### src/rtl/audio_pwm_pkg.sv
// Shared types and constants for the multi-channel PWM audio output stage.
package audio_pwm_pkg;

  typedef logic [2:0] vol_t;

  localparam vol_t VolFull = 3'd7;

  // Galois LFSR, taps 16,14,13,11, right-shifting form
  localparam logic [15:0] LfsrSeed = 16'hACE1;
  localparam logic [15:0] LfsrTaps = 16'hB400;

  function automatic int unsigned midscale(int unsigned pwm_w);
    return 32'd1 << (pwm_w - 1);
  endfunction

endpackage

### src/rtl/pwm_level_conv.sv
// Per-channel sample to PWM level: volume shift, dither add with positive saturation,
// offset-binary truncation to the top PWM_W bits, and mute to midscale.
module pwm_level_conv
  import audio_pwm_pkg::*;
#(
  parameter int unsigned IN_W  = 16,
  parameter int unsigned PWM_W = 8
) (
  input  logic [IN_W-1:0]  sample_i,
  input  vol_t             vol_i,
  input  logic             mute_i,
  input  logic [IN_W-1:0]  dither_i,
  output logic [PWM_W-1:0] level_o
);

  localparam logic [PWM_W-1:0] Mid    = PWM_W'(midscale(PWM_W));
  localparam logic [IN_W-1:0]  PosMax = {1'b0, {(IN_W-1){1'b1}}};

  logic signed [IN_W-1:0] shifted;
  logic        [IN_W:0]   sum;
  logic        [IN_W-1:0] s;
  logic                   unused_lsbs;

  always_comb begin
    shifted = $signed(sample_i) >>> (VolFull - vol_i);
    sum     = {shifted[IN_W-1], shifted} + {1'b0, dither_i};
    // dither is non-negative, so the only possible overflow is past the positive limit
    s       = (sum[IN_W] != sum[IN_W-1]) ? PosMax : sum[IN_W-1:0];
    level_o = mute_i ? Mid : {~s[IN_W-1], s[IN_W-2 -: PWM_W-1]};
  end

  assign unused_lsbs = ^s[IN_W-PWM_W-1:0];

endmodule

### src/rtl/audio_pwm_out.sv
// Multi-channel PWM audio output with one-deep pending buffer and period-aligned updates.
// Optional dither: define AUDIO_PWM_DITHER_EN to add a per-period LFSR value before truncation.
module audio_pwm_out
  import audio_pwm_pkg::*;
#(
  parameter int unsigned IN_W     = 16,
  parameter int unsigned PWM_W    = 8,
  parameter int unsigned CHANNELS = 2
) (
  input  logic                     clk_in,
  input  logic                     rst_n_in,
  input  logic [CHANNELS*IN_W-1:0] sample_in,
  input  logic                     valid_in,
  output logic                     ready_out,
  input  vol_t                     vol_in,
  input  logic                     mute_in,
  output logic [CHANNELS-1:0]      pwm_out,
  output logic                     period_start_out,
  output logic                     underrun_out
);

  logic [PWM_W-1:0]         count_q;
  logic                     boundary;
  logic                     xfer;
  logic                     pending_full_q;
  logic [CHANNELS*IN_W-1:0] pending_q;
  logic [CHANNELS*IN_W-1:0] active_q;
  vol_t                     vol_q;
  logic                     mute_q;
  logic [CHANNELS-1:0]      pwm_q;
  logic [CHANNELS-1:0]      pwm_d;
  logic                     period_start_q;
  logic                     underrun_q;
  logic [IN_W-1:0]          dither;
  logic [PWM_W-1:0]         level [CHANNELS];

  assign boundary         = (count_q == {PWM_W{1'b1}});
  assign ready_out        = ~pending_full_q;
  assign xfer             = valid_in & ~pending_full_q;
  assign pwm_out          = pwm_q;
  assign period_start_out = period_start_q;
  assign underrun_out     = underrun_q;

  // Active sample resets to zero, which converts to midscale at any volume or dither value.
  always_ff @(posedge clk_in or negedge rst_n_in) begin
    if (!rst_n_in) begin
      count_q        <= '0;
      pending_full_q <= 1'b0;
      pending_q      <= '0;
      active_q       <= '0;
      vol_q          <= VolFull;
      mute_q         <= 1'b0;
      pwm_q          <= '0;
      period_start_q <= 1'b0;
      underrun_q     <= 1'b0;
    end else begin
      count_q        <= count_q + PWM_W'(1);
      period_start_q <= boundary;
      underrun_q     <= boundary & ~pending_full_q;
      pwm_q          <= pwm_d;
      if (boundary) begin
        vol_q  <= vol_in;
        mute_q <= mute_in;
      end
      // xfer is impossible while full, so a boundary never races a new write
      if (boundary && pending_full_q) begin
        active_q       <= pending_q;
        pending_full_q <= 1'b0;
      end else if (xfer) begin
        pending_q      <= sample_in;
        pending_full_q <= 1'b1;
      end
    end
  end

`ifdef AUDIO_PWM_DITHER_EN
  logic [15:0] lfsr_q;

  always_ff @(posedge clk_in or negedge rst_n_in) begin
    if (!rst_n_in) begin
      lfsr_q <= LfsrSeed;
    end else if (boundary) begin
      lfsr_q <= {1'b0, lfsr_q[15:1]} ^ (lfsr_q[0] ? LfsrTaps : 16'h0000);
    end
  end

  always_comb begin
    dither = '0;
    for (int i = 0; i < int'(IN_W - PWM_W) && i < 16; i++) begin
      dither[i] = lfsr_q[i];
    end
  end
`else
  assign dither = '0;
`endif

  for (genvar c = 0; c < int'(CHANNELS); c++) begin : g_chan
    pwm_level_conv #(
      .IN_W  (IN_W),
      .PWM_W (PWM_W)
    ) u_conv (
      .sample_i (active_q[c*IN_W +: IN_W]),
      .vol_i    (vol_q),
      .mute_i   (mute_q),
      .dither_i (dither),
      .level_o  (level[c])
    );
  end

  always_comb begin
    pwm_d = '0;
    for (int c = 0; c < int'(CHANNELS); c++) begin
      pwm_d[c] = (count_q < level[c]);
    end
  end

endmodule

### config.mk
export PLATFORM = sky130hd
export DESIGN_NAME = audio_pwm_out
export DESIGN_NICKNAME = d
export VERILOG_FILES = /design/src/rtl/audio_pwm_pkg.sv /design/src/rtl/pwm_level_conv.sv /design/src/rtl/audio_pwm_out.sv
export SDC_FILE = /design/constraint.sdc
export NUM_CORES = 1
export LEC_CHECK = 0
export ABC_CLOCK_PERIOD_IN_PS = 4680
export BUFFER_PORTS_ARGS = -buffer_cell sky130_fd_sc_hd__buf_2
export CAP_MARGIN = 15
export CORE_ASPECT_RATIO = 1.75
export CORE_UTILIZATION = 50
export CTS_CLUSTER_SIZE = 10
export DETAILED_ROUTE_END_ITERATION = 6
export PLACE_DENSITY = 0.74
export SLEW_MARGIN = 15
export SYNTH_ARGS = -nofsm -noshare
export SYNTH_HDL_FRONTEND = slang
export SYNTH_SLANG_ARGS = --single-unit
### constraint.sdc
create_clock -name clk_in -period 4.68 [get_ports clk_in]
set_input_delay 0.936 -clock clk_in [delete_from_list [all_inputs] [get_ports clk_in]]
set_output_delay 0.936 -clock clk_in [all_outputs]
set_load 0.02 [all_outputs]
### Yosys cells after proc, flatten, opt, wreduce, memory -nomap -nowiden

Index checks and enable logic that the tools add are counted.

| word-level totals | value |
|---|---|
| register bits | 81 |
| bits of input ports | 39 |
| output and inout port bits | 5 |
| logic and storage cells | 29 |

| cells by class | value |
|---|---|
| $add $sub $neg | 2 |
| magnitude comparators | 2 |
| equal/unequal tests | 1 |
| shift operators | 2 |
| muxes and demuxes | 4 |
| bitwise logic cells | 6 |
| reduce and logical (&&, ||, !) cells | 3 |

Operators with widths:

| operator | number |
|---|---|
| >>> shifter 16 x 3 -> 16 bit | 2 |
| < comparator 8 bit | 2 |
| 2-to-1 mux 8 bit | 2 |
| adder 8 x 1 -> 8 bit, second input constant | 1 |
| == test 8 bit, second input constant | 1 |
| inverter 1 bit | 4 |
| subtractor 3 bit, first input constant | 1 |
| AND 1 bit | 2 |
| 2-to-1 mux 1 bit | 2 |
| AND reduction 2 bit | 1 |
| nonzero test 2 bit | 1 |
| logical AND 1 bit | 1 |

### Depth between registers and ports, before layout

| depth | value |
|---|---|
| word-level depth | 5 |
| mapped depth | 12 |
| depth with buffers taken out | 9 |

### Cells and area by module

Synthesis repeated with hierarchy kept, for this count alone.

| unflattened totals | value |
|---|---|
| cell total of the unflattened synthesis | 618 |
| area total of the unflattened synthesis | 6194.7 um^2 |

By module, submodules not included:

| module | instances | cells each | area each (um^2) | seq. area each (um^2) |
|---|---|---|---|---|
| audio_pwm_out | 1 | 228 | 3492.1 | 2030.7 |
| pwm_level_conv | 2 | 195 | 1351.3 | 0.0 |

### Worst setup path before layout

Ideal clock, no wire load.

| path | value |
|---|---|
| path kind | reg2reg |
| start point | register vol_q[1] |
| end point | register pwm_q[0] (netlist: pwm_out[0]) |
| setup time | 0.073 ns |
| arrival | 2.523 ns |
| data required time | 4.607 ns |
| path slack | 2.084 ns |
| stages on the path, launching flop included | 12 |
| buffers on the path | 3 |
| clock period less this slack | 2.596 ns |
| path through | dfstp_2 buf_6 buf_12 clkbuf_1 nor2_1 a21oi_1 mux2i_1 or2_2 ha_1 or4_1 a211o_1 a21oi_2 |

| between the ends | value |
|---|---|
| cells in the longest elaborated chain, start to end | 5 |

Ends and longest elaborated chain:

| what | RTL line | RTL |
|---|---|---|
| from (decl) | audio_pwm_out.sv:28 | `vol_t vol_q;` |
| from (signal assigned) | audio_pwm_out.sv:51 | `vol_q <= VolFull;` |
| from (signal assigned) | audio_pwm_out.sv:62 | `vol_q <= vol_in;` |
| subtractor 3 bit (*) | pwm_level_conv.sv:25 | `shifted = $signed(sample_i) >>> (VolFull - vol_i);` |
| >>> shifter 16 x 3 -> 16 bit (*) | pwm_level_conv.sv:25 |  |
| inverter 1 bit | pwm_level_conv.sv:29 | `level_o = mute_i ? Mid : {~s[IN_W-1], s[IN_W-2 -: PWM_W-1]};` |
| 2-to-1 mux 8 bit (*) | pwm_level_conv.sv:29 |  |
| < comparator 8 bit (*) | audio_pwm_out.sv:113 | `pwm_d[c] = (count_q < level[c]);` |
| via pwm_d[0] | audio_pwm_out.sv:31 | `logic [CHANNELS-1:0] pwm_d;` |
| to (signal assigned) | audio_pwm_out.sv:60 | `pwm_q <= pwm_d;` |
| to (decl) | audio_pwm_out.sv:30 | `logic [CHANNELS-1:0] pwm_q;` |

Mark *: on every way through the listed nets, which the timed path passes. The rest lies on a longest branch.
A chain may end at the register's enable or synchronous reset.

### Worst setup path after layout

Same ends and word-level chain as after synthesis.

==> summary.txt <==
Main combinational cell family by area after synthesis - multiplexers
Max-slew violations - 0
Status - finished clean
Antenna fix cells - 0
Global-route wire length before repair - 8.107 mm
Library cells used by synthesis - 41
DR WL met2 - 2.560 mm
Post-CTS resize count - 0
Routability cong. - 0.8075
Vias in the first global route - 1764
EDFF count, synth - 0
CP required - 4.92 ns
Post-CTS Setup Bufs - 0
Net Sw Frac - 21.03%
Synth Area in Adders - 6.970%
PwrDens - 264.6 nW/µm²
FF+latch count, synth - 49
Register area share after synthesis - 45.68%
FILL cells - 429
Fin crit period - 2.695 ns
Area growth, synth to finish - 9.851%
Routed metal-1 wire length - 1.949 mm
DR pass1 iterations - 4
Total chip power - 0.7825 mW
Final Worst Setup Slack - 1.985 ns
Worst setup SP type - flop
Final Hold Vio Count - 0
Syn Nets - 285
Dpl hpwl - 3.554 mm
Final instance area - 2958 µm²
Slowest cell on crit path - dfstp_2
Sequential Power Share - 57.1%
Critical Path, Cell by Cell - mux2i_1 > mux2i_1 > mux2i_1 > or2_2 > ha_1 > or4_1 > a211o_1 > a21oi_2
Clock sink count - 49
Syn. warnings - 0
Final WL - 4.824 mm
Initial DRC Count - 54
WS Path Type - reg2reg
Dominant cell type by area after synthesis - dfrtp_1
Clock-pin transition on the worst setup and hold timing paths - 0.09 ns
DR WL/cell - 15.51 µm
Rows - 35
NetSw - 0.1646 mW
Worst Hold Class - reg2reg
Met3 wire length - 103 µm
Most common flop cell mapped by yosys - dfrtp_1
Clock buffer count from CTS - 5
Gate power share - 4.0%
Initial antenna violation count - 0
Final setup violation count - 0
Netlist Area Pre-Place - 2693 µm²
Clock Skews - 0.007089 ns
Synth Area in Compound Gates - 7.203%
Commonest cells post-synth - 46 x dfrtp_1, 34 x mux2_2, 19 x mux2i_1
FF/Latch Area - 1230 µm²
Setup TNS Final - 0 ns
Area occupied by multi-input gates - 1369 µm²
Synth area leaders - dfrtp_1 43%, mux2_2 14%, mux2i_1 7.1%
Die W - 57.47 µm
Die height - 99.08 µm
Final period util - 57.58%
Most common cell in the synthesized netlist - dfrtp_1
P_leak - 1.349 nW
Dpl ws - 2.042 ns
Max incr delay on CP - 0.85 ns
Core ar. - 5211 µm²
Crit path top cell by count - mux2i_1
Die area - 5694 µm²
Max_slew headroom - 60.59%
Hold buffers post-CTS - 0
All-Layer GR Usage - 18.53%
Share of the synthesized area in the top cell type - 42.75%
IO Pins - 44
Crit Path Max Fanout - 22
DR vias - 1815
# DRC - 0
Clk root buf - clkbuf_8
Syn Area/Cell - 11.66 µm²
Max_cap viols - 0
Clock buffer depth - 2
Max VDD drop - 0.2224 mV
Uppermost layer routed - met4
FFs w/ async S/R, synth - 100.0%
Xor/xnor cell area share of the yosys netlist - 1.952%
I/O Buffers - 27
Clk pwr share - 38.9%
Tightest Pin Transition - 0.5911 ns
Layout cells sized above 1 - 32.03%
Max Fclk - 371.1 MHz
Simple-gate portion of the synthesized area - 9.294%
Crit path DAT - 2.93 ns
Int Power - 0.6180 mW
CTS H-Tree Depth - 2
Total gr overflow - 0
Starting density of the core - 51.67%
Via-to-Cell Ratio - 5.836
RSZ-0062 raised after global routing - no
Largest net degree at the start of global routing - 50
Placement-stage cell area - 2844 µm²
Multiplexer area fraction after synthesis - 25.19%
DRT antenna net count - 0
Syn Inst Count - 231
Critical Path Sink Type - flop
Final #Nets - 309
Clock Latency Late Sink - 0.30 ns
CTS tree - built
[metrics by stage]
stage	hold slack [ns]	cells	util (%)
4_1_cts	0.4904	311	56.71
3_5_place_dp	0.4689	303	54.57
2_1_floorplan	0.4460	231	-
3_3_place_gp	0.4658	303	54.57
5_1_grt	0.5238	311	56.76
6_report	0.4897	311	56.76
[routing by layer]
| layer | vias to the layer above | global-route usage [%] |
|---|---|---|
| met1 | 897 | 21.29 |
| met3 | 13 | 2.493 |
| li1 | 873 | - |
| met4 | 0 | 11.07 |
| met5 | - | 0 |
| met2 | 32 | 31.93 |
[power by group through the flow]
stage          clock network (mW)  registers, mW  logic, mW
2_1_floorplan                   0          0.453     0.0142
3_3_place_gp                    0          0.455     0.0310
3_5_place_dp                    0          0.456     0.0321
4_1_cts                     0.311          0.447     0.0321
5_1_grt                     0.329          0.449     0.0356
6_report                    0.304          0.447     0.0311
[logic make-up after synthesis]
| logic type | count (synthesis) |
|---|---|
| xor gates and xnor gates | 6 |
| buffers and inverters | 19 |
| AOI/OAI and AO/OA | 32 |
| and+or+nand+nor | 52 |
| DFF | 49 |
| muxes | 58 |
| adders and majority gates | 15 |
[area by class of cell]
| class | count | share of cell area (%) |
|---|---|---|
| Multi-Input combinational cell | 163 | 46.28 |
| Sequential cell | 49 | 41.58 |
| Timing Repair Buffer | 29 | 5.161 |
| Clock buffer | 6 | 2.453 |
| Tap cell | 55 | 2.327 |
| Clock inverter | 2 | 1.311 |
| Inverter | 7 | 0.8883 |
[sequential cells by signal (all words and copies together) (netlist names)]
signal            cells
active_q             16
pending_full_q        1
mute_q                1
underrun_out          1
count_q               8
pending_q            16
period_start_out      1
vol_q                 3
pwm_out               2
[layout by cell type (no fill, tap or decap), types with 3 or more instances in the layout]
cell type / count
nor2_1: 13
nand3_1: 4
a21oi_1: 11
xor2_1: 4
nor2b_1: 3
buf_4: 3
inv_1: 7
dfrtp_1: 46
o21ai_0: 10
mux4_2: 3
clkbuf_8: 5
mux2_2: 34
ha_1: 15
or2_2: 3
buf_2: 26
mux2i_1: 19
dfstp_2: 3
nand2_1: 18
[path summary, 6_finish.rpt]
check                                     startpoint                       end  slack [ns]  cells past startpoint
max in group asynchronous                   rst_n_in      count_q[4]$_DFF_PN0_        3.65                      1
max reg2reg                     vol_q[1]$_DFFE_PN1P_      pwm_out[0]$_DFF_PN0_        1.99                      8
min                        pending_q[27]$_DFFE_PN0P_  active_q[27]$_DFFE_PN0P_        0.49                      2
max                             vol_q[1]$_DFFE_PN1P_      pwm_out[0]$_DFF_PN0_        1.99                      8
min in group asynchronous                   rst_n_in    underrun_out$_DFF_PN0_        0.62                      1
min reg2reg                pending_q[27]$_DFFE_PN0P_  active_q[27]$_DFFE_PN0P_        0.49                      2
[worst max-delay path, delay by kind of cell, from the launching register on]
| family | cells | cell delay (ns) |
|---|---|---|
| fa+ha+maj | 1 | 0.20 |
| mux | 3 | 0.51 |
| flops | 1 | 0.85 |
| compound gates | 2 | 0.38 |
| simple gates | 2 | 0.69 |
No activity file was read; power rests on OpenSTA's default activity.
